[src/rtl/instr_loader.sv]
// instr_loader: receives a program as a little-endian byte stream, writes it
// word by word into instruction memory, then verifies a trailing XOR checksum
// byte before releasing the core from reset.
//
// Ports:
//   clk_i, rst_i            clock, asynchronous active-high reset
//   start_i, word_count_i   load request and its word count (sampled on start)
//   byte_valid_i, byte_i    byte source handshake (accepted when ready & valid)
//   byte_ready_o            loader can take a byte this cycle
//   IWR_EN_o, address_o,
//   DATA_o                  instruction-memory write port
//   core_rst_o              holds the core in reset until a good load completes
//   busy_o, done_o, err_o   load status
module instr_loader #(
    parameter logic [31:0] BASE_ADDR = 32'h0000_0000,
    parameter int unsigned ADDR_STEP = 4,
    parameter int unsigned MAX_WORDS = 1024
) (
    input  logic        clk_i,
    input  logic        rst_i,
    input  logic        start_i,
    input  logic [15:0] word_count_i,
    input  logic        byte_valid_i,
    input  logic [7:0]  byte_i,
    output logic        byte_ready_o,
    output logic        IWR_EN_o,
    output logic [31:0] address_o,
    output logic [31:0] DATA_o,
    output logic        core_rst_o,
    output logic        busy_o,
    output logic        done_o,
    output logic        err_o
);

    typedef enum logic [2:0] {
        IDLE,
        RECV,
        WRITE,
        CHECK,
        DONE,
        ERROR
    } state_t;

    localparam logic [16:0] MAX_W  = 17'(MAX_WORDS);
    localparam logic [31:0] STEP_W = 32'(ADDR_STEP);

    state_t      state;
    state_t      state_nxt;
    state_t      launch_state;
    logic [1:0]  byte_idx;
    logic [15:0] remaining;
    logic [7:0]  xor_sum;
    logic        accept;

    assign accept = byte_valid_i && byte_ready_o;

    // Destination of a start request from any of the idle-like states.
    assign launch_state = (word_count_i == '0)            ? DONE  :
                          ({1'b0, word_count_i} > MAX_W)  ? ERROR :
                                                            RECV;

    always_comb begin
        state_nxt    = state;
        byte_ready_o = 1'b0;
        IWR_EN_o     = 1'b0;
        busy_o       = 1'b0;
        done_o       = 1'b0;
        err_o        = 1'b0;
        core_rst_o   = 1'b1;
        case (state)
            IDLE: begin
                if (start_i) state_nxt = launch_state;
            end
            RECV: begin
                byte_ready_o = 1'b1;
                busy_o       = 1'b1;
                if (accept && byte_idx == 2'd3) state_nxt = WRITE;
            end
            WRITE: begin
                IWR_EN_o  = 1'b1;
                busy_o    = 1'b1;
                state_nxt = (remaining == 16'd1) ? CHECK : RECV;
            end
            CHECK: begin
                byte_ready_o = 1'b1;
                busy_o       = 1'b1;
                if (accept) state_nxt = (byte_i == xor_sum) ? DONE : ERROR;
            end
            DONE: begin
                done_o     = 1'b1;
                core_rst_o = 1'b0;
                if (start_i) state_nxt = launch_state;
            end
            ERROR: begin
                err_o = 1'b1;
                if (start_i) state_nxt = launch_state;
            end
            default: state_nxt = IDLE;
        endcase
    end

    always_ff @(posedge clk_i or posedge rst_i) begin
        if (rst_i) begin
            state     <= IDLE;
            byte_idx  <= '0;
            remaining <= '0;
            xor_sum   <= '0;
            address_o <= BASE_ADDR;
            DATA_o    <= '0;
        end else begin
            state <= state_nxt;
            case (state)
                IDLE, DONE, ERROR: begin
                    if (start_i && launch_state == RECV) begin
                        remaining <= word_count_i;
                        byte_idx  <= '0;
                        xor_sum   <= '0;
                        address_o <= BASE_ADDR;
                    end
                end
                RECV: begin
                    if (accept) begin
                        DATA_o[{byte_idx, 3'b000} +: 8] <= byte_i;
                        xor_sum  <= xor_sum ^ byte_i;
                        byte_idx <= byte_idx + 2'd1;
                    end
                end
                WRITE: begin
                    address_o <= address_o + STEP_W;
                    remaining <= remaining - 16'd1;
                end
                default: ;
            endcase
        end
    end

endmodule

[config.mk]
export PLATFORM = sky130hd
export DESIGN_NAME = instr_loader
export DESIGN_NICKNAME = d
export VERILOG_FILES = /design/src/rtl/instr_loader.sv
export SDC_FILE = /design/constraint.sdc
export NUM_CORES = 1
export LEC_CHECK = 0
export CAP_MARGIN = 5
export CORE_ASPECT_RATIO = 0.75
export CORE_MARGIN = 2
export CORE_UTILIZATION = 44
export DETAILED_ROUTE_END_ITERATION = 6
export DONT_BUFFER_PORTS = 1
export PLACE_DENSITY_LB_ADDON = 0.2
export SYNTH_ARGS = -nofsm -noshare
export SYNTH_HDL_FRONTEND = slang
export SYNTH_SLANG_ARGS = --single-unit
export TNS_END_PERCENT = 50
[constraint.sdc]
create_clock -name clk_i -period 8.2 [get_ports clk_i]
set_input_delay 1.64 -clock clk_i [delete_from_list [all_inputs] [get_ports clk_i]]
set_output_delay 1.64 -clock clk_i [all_outputs]
set_load 0.005 [all_outputs]
==> results.yml <==
floorplanning:
  die_w_microns: 124
  boundaryPins: 98
  start_util_pct: 45.5
  die_height_microns: 93.7
  dieArea_sq_um: 11600
  rows: 32
  core-area_sq_um: 10400
detailed_routing:
  drt_iter0_drc: 219
  drc: 0
  final_antenna_net_count: 0
  drt_pass1_iterations: 5
  vias_per_cell: 5.65
  vias: 3697
  avgRoutedWirePerCell_microns: 17.2
  finalWirelength_microns: 11300
placement:
  dp_slack_ns: 4.38
  hpwl_microns: 7890
  place_inst: 638
  dpl_cell_area_sq_um: 4790
  gp_congestion: 0.770
  numPortBuffers: 0
layout:
  antenna_cells: 0
  finalNonFillerCells: 654
  fin_area_sq_um: 5120
  n_fill_cell: 999
  area_growth_pct: 8.48
  layout-drive-gt1-share_pct: 6.76
  nets: 549
sta:
  fin_worst_skew_ns: 0.00768
  min_period_over_period_pct: 51.5
  tightest_slew_ns: 0.902
  setup_ws_ns: 3.98
  rsz0062_at_grt: "no"
  finalHoldViolCount: 0
  setup_violations: 0
  maxSlewHeadroom_pct: 39.7
  min_period_ns: 4.22
  fmax_ghz: 0.237
  fin_tns_setup_ns: 0
  timing.final.max_slew_violations: 0
logic_synthesis:
  synth_edf_count: 0
  syn_area_sq_um: 4720
  synth_top_flop_cell: "dfrtp_1"
  synth.largest_area_cell: "dfrtp_1"
  syn_inst: 522
  ys_seq_area_share_pct: 48.2
  synthDistinctLibCells: 55
  synth.area.top_cells: "dfrtp_1 (48%), nand2_1 (8.0%), o21ai_0 (5.2%)"
  async_flop_share_pct: 100
  synth_common_cells: "nand2_1 (101), dfrtp_1 (91), o21ai_0 (49)"
  post-synth-top-count-cell: "nand2_1"
  synth_area_per_cell_sq_um: 9.05
  yosysWarnings: 0
  netlist.area_leader.share_pct: 48.2
  ys_ff_latch: 91
critical_path:
  r2r_start: "state[1]"
  slowest_delay_ns: 0.80
  critical_path_class: "reg -> out"
  slowest_stage: "nand3_1"
  crit_fanout: 23
  path_buf_inv: 1
  cp-start-kind: "flop"
  cp-startpoint: "state[1]"
  reg2reg_slack_ns: 4.77
  end_kind: "output pin"
  arrival_ns: 2.58
  cp.required_ns: 6.56
  crit_family: "simple AND/OR/NAND/NOR gates"
  cp_cell_sequence: "nand3_1 > inv_2"
clocking:
  cts_buffers: 9
  cts_tree: "built"
  clock_sinks: 91
  ctsHoldBuffers: 0
  htreeDepth: 3
  post-cts-setup-buffer-count: 0
  path_clk_slew_ns: 0.07
  cts_resized: 0
  root_buffer: "clkbuf_16"
  cts_buffer_depth: 2
  worstSkewPairLatency_ns: 0.34
grt:
  grt_max_degree: 52
  grt_usage_pct: 20.5
  antenna_found_initial: 0
  gr-total-overflow: 0
  grt_pass1_vias: 3584
  grt_pass1_wl_microns: 18300
power:
  internal_power_mw: 1.05
  p_leak_nw: 2.13
  p_sw_uw: 582
  seqPwrFrac_pct: 47.5
  clockPowerShare_pct: 28.6
  comb_power_share_pct: 23.9
  cellPowerDensity_nw_per_um2: 318
  ir_drop_uv: 121
  power_switching_share_pct: 35.7
worst_hold_path:
  hp-start: "remaining[11]"
  min_path_type: "reg -> reg"
job:
  cap_violations: 0
run_status:
  status: "completed"
-- stage by stage --
| stage | util (%) | power, mW | hold slack (ns) |
|---|---|---|---|
| 3_5_place_dp | 46.2 | 1.18 | 0.488 |
| 5_1_grt | 49.4 | 1.75 | 0.533 |
| 2_1_floorplan | - | 1.07 | 0.452 |
| 3_3_place_gp | 46.2 | 1.15 | 0.473 |
| 6_report | 49.4 | 1.63 | 0.497 |
| 4_1_cts | 49.4 | 1.65 | 0.497 |
-- kinds of logic (layout without fill, tap and decap cells) --
group                      after synthesis  after routing  share of synthesized area (%)
xor gates and xnor gates                22             22                           4.08
AOI/OAI and AO/OA                      119            119                           15.5
other                                    1              2                         0.0794
DFF                                     91             91                           48.2
buffers and inverters                   43             38                           4.19
muxes                                    7              7                           1.54
adders and majority gates                8              8                           2.12
and+or+nand+nor                        231            231                           24.2
-- flip-flops by register name, summed over array words and instances, names as in the netlist --
name,flops
state,3
xor_sum,8
DATA_o,32
address_o,30
byte_idx,2
remaining,16
-- worst paths after layout --
kind / depth (start not counted) / to
min in group asynchronous: 1 / DATA_o[25]
worst min register to register: 1 / remaining[11]
worst max register to register: 6 / address_o[31]
max in group asynchronous: 2 / remaining[6]
worst max-delay path: 2 / IWR_EN_o
worst min-delay path: 1 / remaining[11]
-- layout make-up --
type                            count  area (sq um)  share of cell area (%)
Tap cell                          136           170                    3.32
Sequential cell                    91          2280                    44.5
Inverter                           20          76.3                    1.49
Clock buffer                       10           239                    4.67
Clock inverter                      6          93.8                    1.83
Timing Repair Buffer                2          15.0                   0.293
Multi-Input combinational cell    389          2250                    43.9
-- cells in the final DEF, fill, tap and decap left out, types with 3 or more instances in the layout --
master     netlist  routed
o211ai_1         4       4
xor2_1           7       7
nor2_1          31      31
and4_1           7       7
o2bb2ai_1        8       8
inv_6            0       3
dfrtp_1         91      91
nor3_1          20      20
o21ai_0         49      49
nand2_1        101     101
nor3b_1          4       4
and2_1           3       3
mux2i_1          5       5
nand3_1         25      25
nand4_1         13      13
nor2b_1          3       3
xnor2_1         15      15
inv_1           18      17
a21oi_1         28      28
o21a_1           3       3
clkbuf_16        0       9
o31ai_1          4       4
a31oi_1          5       5
ha_1             8       8
and3_1           7       7
nor4_4           3       3
-- power by group through the flow --
stage                     clock, mW  sequential (mW)  combinational (mW)
final                         0.467            0.774               0.390
after global routing          0.495            0.803               0.454
after CTS                     0.478            0.777               0.394
after detailed placement          0            0.784               0.393
after global placement            0            0.775               0.376
after floorplan                   0            0.726               0.339
-- worst reg2reg max path: cells and delay by family, from the launching register on --
family | cells | cell delay (ns)
buf+inv | 1 | 0.64
flops | 1 | 0.79
compound gates | 2 | 0.42
simple gates | 3 | 1.46
-- routing by layer --
metal | wire length (microns) | vias to the layer above | GRT usage [%]
met1 | 5380 | 1790 | 28.8
met5 | 0 | - | 0
met3 | 712 | 13 | 5.70
met2 | 5020 | 77 | 30.4
li1 | - | 1817 | -
met4 | 150 | 0 | 6.63
Power figures use the tool's default switching activity.
